**config.mk**
```make
export PLATFORM = sky130hd
export DESIGN_NAME = ysyx_22040759_mem_arb
export DESIGN_NICKNAME = d
export VERILOG_FILES = /design/src/rtl/ysyx_22040759_pkg.sv /design/src/rtl/ysyx_22040759_arb_sel.sv /design/src/rtl/ysyx_22040759_mem_arb.sv
export SDC_FILE = /design/constraint.sdc
export NUM_CORES = 1
export LEC_CHECK = 0
export ABC_CLOCK_PERIOD_IN_PS = 1630
export CAP_MARGIN = 40
export CORE_AREA = 2 2 213 215
export CTS_CLUSTER_DIAMETER = 100
export CTS_CLUSTER_SIZE = 8
export DETAILED_ROUTE_END_ITERATION = 6
export DIE_AREA = 0 0 215 217
export GPL_ROUTABILITY_DRIVEN = 0
export PLACE_DENSITY = 0.47
export SYNTH_ARGS = -nofsm -noshare
export SYNTH_HDL_FRONTEND = slang
export SYNTH_SLANG_ARGS = --single-unit
export TNS_END_PERCENT = 1
```
**constraint.sdc**
```tcl
create_clock -name clk -period 1.63 [get_ports clk]
set_clock_uncertainty 0.1 [all_clocks]
set_input_delay 0.2445 -clock clk [delete_from_list [all_inputs] [get_ports clk]]
set_output_delay 0.2445 -clock clk [all_outputs]
set_load 0.005 [all_outputs]
```
**src/rtl/ysyx_22040759_pkg.sv**
```systemverilog
// Shared types for the memory arbiter: FSM state encoding and requester IDs.
package ysyx_22040759_pkg;

  typedef enum logic [1:0] {
    IDLE    = 2'd0,
    WAIT_IF = 2'd1,
    WAIT_LS = 2'd2
  } arb_state_t;

  localparam logic REQ_IF = 1'b0;
  localparam logic REQ_LS = 1'b1;

endpackage

```
**src/rtl/ysyx_22040759_arb_sel.sv**
```systemverilog
// Combinational winner selection between fetch and load/store requesters.
// YSYX_22040759_ARB_RR_EN selects round-robin; default is LSU priority with IF anti-starvation.
module ysyx_22040759_arb_sel
  import ysyx_22040759_pkg::*;
(
  input  logic if_valid,
  input  logic ls_valid,
  input  logic last_grant,
  input  logic burst_full,
  input  logic lock_valid,
  input  logic lock_id,
  output logic any_valid,
  output logic win_id
);

  logic lock_alive;

  // A stalled winner keeps the bus only while it still asserts valid.
  assign lock_alive = lock_valid && ((lock_id == REQ_LS) ? ls_valid : if_valid);

`ifdef YSYX_22040759_ARB_RR_EN
  logic unused_cfg;
  assign unused_cfg = burst_full;
`else
  logic unused_cfg;
  assign unused_cfg = last_grant;
`endif

  always_comb begin
    any_valid = if_valid | ls_valid;
    win_id    = REQ_IF;
    if (lock_alive) begin
      win_id = lock_id;
    end else if (if_valid && ls_valid) begin
`ifdef YSYX_22040759_ARB_RR_EN
      win_id = (last_grant == REQ_IF) ? REQ_LS : REQ_IF;
`else
      win_id = burst_full ? REQ_IF : REQ_LS;
`endif
    end else if (ls_valid) begin
      win_id = REQ_LS;
    end
  end

endmodule

```
**src/rtl/ysyx_22040759_mem_arb.sv**
```systemverilog
// Two-port (fetch, load/store) arbiter onto one memory port, one transaction outstanding.
// YSYX_22040759_ARB_RR_EN switches arbitration to round-robin.
module ysyx_22040759_mem_arb
  import ysyx_22040759_pkg::*;
#(
  parameter int AW           = 64,
  parameter int DW           = 64,
  parameter int LS_BURST_MAX = 4
) (
  input  logic            clk,
  input  logic            rst,
  input  logic            if_req_valid,
  output logic            if_req_ready,
  input  logic [AW-1:0]   if_req_addr,
  output logic            if_resp_valid,
  output logic [DW-1:0]   if_resp_data,
  input  logic            ls_req_valid,
  output logic            ls_req_ready,
  input  logic            ls_req_wen,
  input  logic [AW-1:0]   ls_req_addr,
  input  logic [DW-1:0]   ls_req_wdata,
  input  logic [DW/8-1:0] ls_req_wmask,
  output logic            ls_resp_valid,
  output logic [DW-1:0]   ls_resp_data,
  output logic            mem_valid,
  input  logic            mem_ready,
  output logic            mem_wen,
  output logic [AW-1:0]   mem_addr,
  output logic [DW-1:0]   mem_wdata,
  output logic [DW/8-1:0] mem_wmask,
  input  logic            mem_rvalid,
  input  logic [DW-1:0]   mem_rdata
);

  arb_state_t    state;
  logic          last_grant;
  logic          lock_valid;
  logic          lock_id;
  logic          ls_store_q;
  logic          if_resp_valid_q;
  logic          ls_resp_valid_q;
  logic [DW-1:0] if_resp_data_q;
  logic [DW-1:0] ls_resp_data_q;
  logic          any_valid;
  logic          win_id;
  logic          burst_full;
  logic          sel_ls;
  logic          issue;
  logic          grant;

  ysyx_22040759_arb_sel u_arb_sel (
    .if_valid   (if_req_valid),
    .ls_valid   (ls_req_valid),
    .last_grant (last_grant),
    .burst_full (burst_full),
    .lock_valid (lock_valid),
    .lock_id    (lock_id),
    .any_valid  (any_valid),
    .win_id     (win_id)
  );

  assign sel_ls = (win_id == REQ_LS);
  assign issue  = (state == IDLE) && any_valid && !rst;
  assign grant  = issue && mem_ready;

  assign mem_valid    = issue;
  assign mem_wen      = sel_ls & ls_req_wen;
  assign mem_addr     = sel_ls ? ls_req_addr : if_req_addr;
  assign mem_wdata    = sel_ls ? ls_req_wdata : '0;
  assign mem_wmask    = sel_ls ? ls_req_wmask : '0;
  assign if_req_ready = grant && !sel_ls;
  assign ls_req_ready = grant && sel_ls;

  // Responses are masked during reset so a pulse already in flight never escapes.
  assign if_resp_valid = if_resp_valid_q & ~rst;
  assign ls_resp_valid = ls_resp_valid_q & ~rst;
  assign if_resp_data  = rst ? '0 : if_resp_data_q;
  assign ls_resp_data  = rst ? '0 : ls_resp_data_q;

`ifdef YSYX_22040759_ARB_RR_EN
  assign burst_full = 1'b0;
`else
  localparam int CW = $clog2(LS_BURST_MAX + 1);
  logic [CW-1:0] ls_burst_cnt;

  assign burst_full = (ls_burst_cnt >= CW'(LS_BURST_MAX));

  // Consecutive LSU grants seen while a fetch is waiting.
  always_ff @(posedge clk) begin
    if (rst || !if_req_valid) begin
      ls_burst_cnt <= '0;
    end else if (grant) begin
      if (!sel_ls) begin
        ls_burst_cnt <= '0;
      end else if (ls_burst_cnt < CW'(LS_BURST_MAX)) begin
        ls_burst_cnt <= ls_burst_cnt + 1'b1;
      end
    end
  end
`endif

  always_ff @(posedge clk) begin
    if (rst) begin
      state           <= IDLE;
      last_grant      <= REQ_IF;
      lock_valid      <= 1'b0;
      lock_id         <= REQ_IF;
      ls_store_q      <= 1'b0;
      if_resp_valid_q <= 1'b0;
      ls_resp_valid_q <= 1'b0;
      if_resp_data_q  <= '0;
      ls_resp_data_q  <= '0;
    end else begin
      if_resp_valid_q <= 1'b0;
      ls_resp_valid_q <= 1'b0;
      unique case (state)
        IDLE: begin
          if (grant) begin
            state      <= sel_ls ? WAIT_LS : WAIT_IF;
            last_grant <= win_id;
            lock_valid <= 1'b0;
            ls_store_q <= sel_ls & ls_req_wen;
          end else if (issue) begin
            lock_valid <= 1'b1;
            lock_id    <= win_id;
          end else begin
            lock_valid <= 1'b0;
          end
        end
        WAIT_IF: begin
          if (mem_rvalid) begin
            state           <= IDLE;
            if_resp_valid_q <= 1'b1;
            if_resp_data_q  <= mem_rdata;
          end
        end
        WAIT_LS: begin
          if (mem_rvalid) begin
            state           <= IDLE;
            ls_resp_valid_q <= 1'b1;
            ls_resp_data_q  <= ls_store_q ? '0 : mem_rdata;
          end
        end
        default: state <= IDLE;
      endcase
    end
  end

endmodule

```
==> impl_metrics.env, run 1 <==
export IMPL_cp_start_kind="flip-flop"
export IMPL_avgSynthCellArea_um2=9.902
export IMPL_max_stage_delay_ns=0.34
export IMPL_io_buffers=540
export IMPL_cts_buffers=17
export IMPL_synth_area_leader_cell="dfxtp_1"
export IMPL_final_area_um2=14110
export IMPL_violations="setup timing"
export IMPL_h_tree_depth=4
export IMPL_dpl_hpwl_um=35710
export IMPL_synthesis_nets=929
export IMPL_async_flop_share_pct=0
export IMPL_grt_pass1_wl_um=61380
export IMPL_root_buffer="clkbuf_16"
export IMPL_synth_common_cells="dfxtp_1, nor2b_1, and3_1"
export IMPL_die_area_um2=46660
export IMPL_antenna_found_initial=12
export IMPL_synth_top_cell_area_share_pct=42.66
export IMPL_status="complete, but fails checks"
export IMPL_drc_errors=0
export IMPL_core_rowCount=78
export IMPL_synth_main_ff_cell="dfxtp_1"
export IMPL_ant_nets=0
export IMPL_clk_pin_slew_ns=0.06
export IMPL_crit_type="flip-flop to primary output"
export IMPL_setup_ws_ns=-0.9473
export IMPL_finalCritPeriodShare_pct=158.1
export IMPL_synth_area_top_cells="dfxtp_1, nor2b_1, a22o_1"
export IMPL_routed_wirelength_um=44560
export IMPL_ys_warn_count=0
export IMPL_overflow=0
export IMPL_setup_viol=140
export IMPL_cp_max_fo=11
export IMPL_grt_pass1_vias=7737
export IMPL_report_final_slew_viol_count=0
export IMPL_die_w_um=215
export IMPL_critPathBufInv=3
export IMPL_required_ns=1.29
export IMPL_crit_arrival_ns=2.23
export IMPL_core_area_um2=44700
export IMPL_p_total_mw=9.774
export IMPL_clk_path_buf_depth=2
export IMPL_synthCells=654
export IMPL_grt_usage_pct=18.41
export IMPL_crit_path_top_delay_cell="dfxtp_2"
export IMPL_hold_viol=0
export IMPL_firstDrtPassIters=7
export IMPL_grt_setup_unrepaired="yes"
export IMPL_worst_hold_path_type="primary input to flip-flop"
export IMPL_start_util_pct=14.49
export IMPL_grt_max_degree=45
export IMPL_cts_tree="yes"
export IMPL_max_freq_mhz=388.0
export IMPL_period_minus_slack_ns=2.577
export IMPL_yosysUniqueCellTypes=36
export IMPL_path_delay_family="buffers and inverters"
export IMPL_drive_gt1_share_pct=27.29
export IMPL_clk_latency_ns=0.43
export IMPL_maxCapViolations=0
export IMPL_io_pins=541
export IMPL_vdd_ir_drop_max_mv=0.6692
export IMPL_yosysMostFrequentCell="dfxtp_1"
export IMPL_post_route_util_pct=31.57
export IMPL_p_per_area_nw_per_um2=692.7
export IMPL_tightest_slew_ns=0.5217
export IMPL_register_area_um2=2766
export IMPL_place_area_um2=13450
export IMPL_seq_area_frac_synth_pct=42.66
export IMPL_die_h_um=217
export IMPL_nFillCells=4742
export IMPL_multi_input_area_um2=3764
export IMPL_ys_ff_latch=138
export IMPL_slew_limit_headroom_pct=64.78
export IMPL_wl_per_cell_um=23.79
export IMPL_synth_edff_count=0
export IMPL_netlist_area_um2=6476
export IMPL_fin_nets=1530
export IMPL_drt_initial_drc_count=468
export IMPL_via_per_inst=4.092
export IMPL_worst_setup_path_end_kind="primary output"
export IMPL_area_growth_pct=117.9
export IMPL_cp_cell_sequence="nor2b_4 > o21ai_4 > nand2_4 > buf_4 > clkbuf_16 > mux2_1 > dlygate4sd2_1"
export IMPL_cts_sinks=138
export IMPL_dr_total_vias=7665
export IMPL_cts_hold_buf=0
export IMPL_p_leak_nw=6.568
## report_power, final
part / switching, mW / internal, mW
Sequential: 0.0237 / 3.48
Clock: 1.62 / 2.26
Combinational: 0.950 / 1.44
## placed cells by master (no fill, tap or decap), types with 4 or more instances in the layout
master / instances
a21oi_1: 5
a22o_1: 64
and3_1: 56
and3_4: 17
buf_12: 25
buf_2: 15
buf_4: 97
buf_6: 13
clkbuf_16: 19
clkbuf_2: 35
clkdlybuf4s15_1: 11
clkdlybuf4s15_2: 5
clkdlybuf4s50_1: 282
clkinv_4: 5
clkinvlp_4: 4
dfxtp_1: 135
diode_2: 5
dlygate4sd2_1: 138
dlymetal6s2s_1: 23
mux2_1: 30
mux2_2: 25
mux2_4: 9
nand2_1: 5
nor2_1: 7
nor2b_1: 81
nor2b_2: 49
o22a_1: 64
## area by class of cell
type | instances | share of cell area (%)
clock buffer | 19 | 3.068
multi-input combinational | 444 | 26.67
sequential | 138 | 19.60
tap | 600 | 5.320
timing repair buffer | 649 | 44.07
inverter | 5 | 0.1330
clock inverter | 13 | 1.046
antenna | 5 | 0.08867
## through the flow
step | setup WS (ns) | hold slack [ns] | instances | setup TNS, ns
2_1_floorplan | -0.03678 | 0.2702 | 654 | -0.1839
3_3_place_gp | -0.8832 | 0.3465 | 1829 | -133.49
3_5_place_dp | -0.8714 | 0.3734 | 1829 | -133.44
4_1_cts | -1.060 | 0.1700 | 1861 | -111.04
5_1_grt | -1.019 | 0.1811 | 1870 | -101.77
6_report | -0.9473 | 0.1862 | 1873 | -89.54
## tightest hold or removal path, delay by kind of cell
kind | cells | cell delay, ns
buf+inv | 1 | 0.19
compound gates | 1 | 0.15
simple gates | 1 | 0.09
## cells by family after synthesis
group / count (synthesis) / share of synthesized area, %
AOI/OAI and AO/OA: 143 / 19.01
and+or+nand+nor: 233 / 21.93
DFF: 138 / 42.66
adders and majority gates: 4 / 0.7728
buffers and inverters: 72 / 4.502
muxes: 64 / 11.13
## final timing paths
| kind | cells past startpoint | end | from | slack, ns |
|---|---|---|---|---|
| min reg2reg | 2 | ls_burst_cnt[1]$_SDFFE_PP0P_ | ls_burst_cnt[1]$_SDFFE_PP0P_ | 0.38 |
| min | 3 | if_resp_data_q[8]$_SDFFE_PP0P_ | rst | 0.19 |
| max | 7 | mem_addr[28] | lock_valid$_SDFFE_PP0N_ | -0.95 |
| max reg2reg | 7 | state[0]$_SDFFE_PP0P_ | state[1]$_SDFFE_PP0P_ | 0.05 |
## timing repair
| item | 4_1_cts | 5_1_grt |
|---|---|---|
| endpoints found under the setup margin | 321 | 286 |
| hold endpoints to repair | 0 | 0 |
| pin swaps | 0 | 7 |
| cloned | 0 | 2 |
| buffers inserted | 0 | 5 |
| gates resized for setup | 390 | 154 |
## sequential cells by signal, indices dropped and copies added (netlist names)
name / flops
if_resp_data_q: 64
ls_resp_data_q: 64
ls_burst_cnt: 3
state: 2
if_resp_valid_q: 1
lock_id: 1
lock_valid: 1
ls_resp_valid_q: 1
ls_store_q: 1
## routing by layer
metal	wire length [um]	track usage, %	vias up
met5	13	0	-
met4	381	2.943	2
met3	3684	6.415	21
met2	20590	29.75	366
met1	19880	24.03	3703
li1	-	-	3573
(Power assumes the default switching activity.)
==> inputs of run 2 (changes only) <==
--- a/config.mk
+++ b/config.mk
@@ -7,13 +7,14 @@
 export LEC_CHECK = 0
 export ABC_CLOCK_PERIOD_IN_PS = 1630
 export CAP_MARGIN = 40
-export CORE_AREA = 2 2 213 215
+export CORE_AREA = 4 4 209 211
+export CTS_BUF_LIST = sky130_fd_sc_hd__clkbuf_16
 export CTS_CLUSTER_DIAMETER = 100
 export CTS_CLUSTER_SIZE = 8
 export DETAILED_ROUTE_END_ITERATION = 6
-export DIE_AREA = 0 0 215 217
+export DIE_AREA = 0 0 213 215
 export GPL_ROUTABILITY_DRIVEN = 0
-export PLACE_DENSITY = 0.47
+export PLACE_DENSITY = 0.49
 export SYNTH_ARGS = -nofsm -noshare
 export SYNTH_HDL_FRONTEND = slang
 export SYNTH_SLANG_ARGS = --single-unit
==> run 2 against run 1 <==
The flow still finishes with violations (setup timing). Hold slack better by 0.055 ns. Power rose by 0.24%. Cell count shrank 3.6%. Non-clock buffer count down 2. Global-route usage is 0.37 points lower. Sequential power about the same. Critical path type unchanged. Clock-buffer cell count fell by 2. Cell area grew 0.40%.
==> impl_metrics.env, run 2 (synthesized netlist as in run 1, its figures left out) <==
export IMPL_wl_per_cell_um=24.19
export IMPL_vdd_ir_drop_max_mv=0.5800
export IMPL_tightest_slew_ns=0.4560
export IMPL_setup_viol=139
export IMPL_drive_gt1_share_pct=31.51
export IMPL_top_regs="if_resp_data_q x64, ls_resp_data_q x64, ls_burst_cnt x3"
export IMPL_finalNonFillerCells=1806
export IMPL_finalCritPeriodShare_pct=152.2
export IMPL_worst_hold_path_type="primary input to flip-flop"
export IMPL_core_area_um2=41760
export IMPL_status="complete, but fails checks"
export IMPL_io_buffers=540
export IMPL_p_int_mw=7.240
export IMPL_die_w_um=213
export IMPL_cts_hold_buf=0
export IMPL_die_area_um2=45800
export IMPL_maxCapViolations=0
export IMPL_final_cell_mix="clkdlybuf4s50_1, dfxtp_1, dlygate4sd2_1"
export IMPL_crit_arrival_ns=2.14
export IMPL_tns_ns=-82.18
export IMPL_required_ns=1.29
export IMPL_p_total_mw=9.798
export IMPL_hold_viol=0
export IMPL_seq_power_share_pct=35.7
export IMPL_cp_start_kind="flip-flop"
export IMPL_setup_ws_ns=-0.8516
export IMPL_die_h_um=215
export IMPL_fin_nets=1528
export IMPL_routed_wirelength_um=43690
export IMPL_power_frac_comb_pct=25.8
export IMPL_core_rowCount=75
export IMPL_nFillCells=4347
export IMPL_cp_max_fo=5
export IMPL_drt_initial_drc_count=315
export IMPL_report_final_slew_viol_count=0
export IMPL_p_sw_share_pct=26.10
export IMPL_p_sw_mw=2.557
export IMPL_whs_ns=0.2414
export IMPL_root_buffer="clkbuf_16"
export IMPL_antenna_found_initial=7
export IMPL_final_area_um2=14170
export IMPL_clk_path_buf_depth=2
export IMPL_start_util_pct=15.51
export IMPL_area_growth_pct=118.8
export IMPL_cts_buffers=17
export IMPL_grt_max_degree=65
export IMPL_place_area_um2=13290
export IMPL_clk_pin_slew_ns=0.06
export IMPL_grt_pass1_wl_um=60240
export IMPL_h_tree_depth=4
export IMPL_clkPwrFrac_pct=38.5
export IMPL_p_per_area_nw_per_um2=691.6
export IMPL_p_leak_nw=6.576
export IMPL_max_freq_mhz=403.0
export IMPL_cts_tree="yes"
export IMPL_io_pins=541
export IMPL_period_minus_slack_ns=2.482
export IMPL_final_common_cell="clkdlybuf4s50_1"
export IMPL_clk_latency_ns=0.42
export IMPL_grt_pass1_vias=7793
export IMPL_via_per_inst=4.150
export IMPL_register_area_um2=2769
export IMPL_ant_nets=0
export IMPL_slew_limit_headroom_pct=69.21
export IMPL_dr_total_vias=7495
export IMPL_grt_usage_pct=18.04
export IMPL_multi_input_area_um2=3836
export IMPL_firstDrtPassIters=5
export IMPL_cts_sinks=138
export IMPL_worst_setup_path_end_kind="primary output"
export IMPL_worstRegToRegCells=6
export IMPL_violations="setup timing"
export IMPL_place_inst=1755
export IMPL_dpl_hpwl_um=34310
export IMPL_overflow=0
export IMPL_hold_depth=4
export IMPL_crit_type="flip-flop to primary output"
export IMPL_drc_errors=0
export IMPL_grt_setup_unrepaired="yes"
-- run 2: cell types whose count changed in the layout (fill, tap and decap cells not counted), moves of 18 or more --
cell	change
buf_4	-24
mux2_1	-18
clkbuf_2	-21
dlymetal6s2s_1	-23
nor2b_2	-24
buf_2	+39
mux2_4	+30
nor2b_1	+24
buf_6	+57
-- run 2: final cells by class --
class	count	area share (%)
clock inverters	12	0.9097
inverters	5	0.1325
flip-flops and latches	138	19.54
repair buffers	647	44.50
well taps	539	4.760
clock buffers	17	3.003
diodes	4	0.07065
multi-input cells	444	27.08
-- run 2: path summary, 6_finish.rpt --
kind | to | start | slack, ns
max reg2reg | if_resp_data_q[18]$_SDFFE_PP0P_ | state[1]$_SDFFE_PP0P_ | 0.04
min | ls_resp_valid_q$_SDFF_PP0_ | rst | 0.24
max | mem_addr[9] | lock_valid$_SDFFE_PP0N_ | -0.85
min reg2reg | ls_burst_cnt[1]$_SDFFE_PP0P_ | ls_burst_cnt[1]$_SDFFE_PP0P_ | 0.37
-- run 2: power by group through the flow --
| stage | combinational, mW | sequential [mW] | clock, mW |
|---|---|---|---|
| 6_report | 2.53 | 3.50 | 3.77 |
| 4_1_cts | 2.51 | 3.50 | 3.89 |
| 3_3_place_gp | 2.40 | 3.57 | 0 |
| 5_1_grt | 2.66 | 3.51 | 4.02 |
| 2_1_floorplan | 0.624 | 3.57 | 0 |
| 3_5_place_dp | 2.39 | 3.58 | 0 |
-- run 2: worst max-delay path, stage by stage (launching register included) --
cell and delay, ns:
dfxtp_4 0.36, nor2b_4 0.14, o21ai_4 0.17, buf_6 0.14
nand2_8 0.08, buf_6 0.15, buf_6 0.13, buf_12 0.13
mux2_4 0.30, buf_6 0.12
-- run 2: through the flow --
stage / setup slack (ns) / utilization [%]
2_1_floorplan: -0.03678 / -
6_report: -0.8516 / 33.93
5_1_grt: -0.9219 / 33.91
3_3_place_gp: -0.8901 / 31.82
3_5_place_dp: -0.9045 / 31.82
4_1_cts: -0.8863 / 33.66
-- run 2: per-layer routing --
layer / vias to the layer above / GRT usage, % / wire length, um
li1: 3562 / - / -
met5: - / 0 / 56
met1: 3581 / 21.93 / 17950
met4: 8 / 3.522 / 477
met3: 30 / 5.790 / 3759
met2: 314 / 31.30 / 21460
-- run 2: timing repair --
item	CTS	global route
buffers inserted	11	0
gates cloned	7	0
resized for setup	784	66
pin swaps	10	5
setup endpoints to repair	273	233
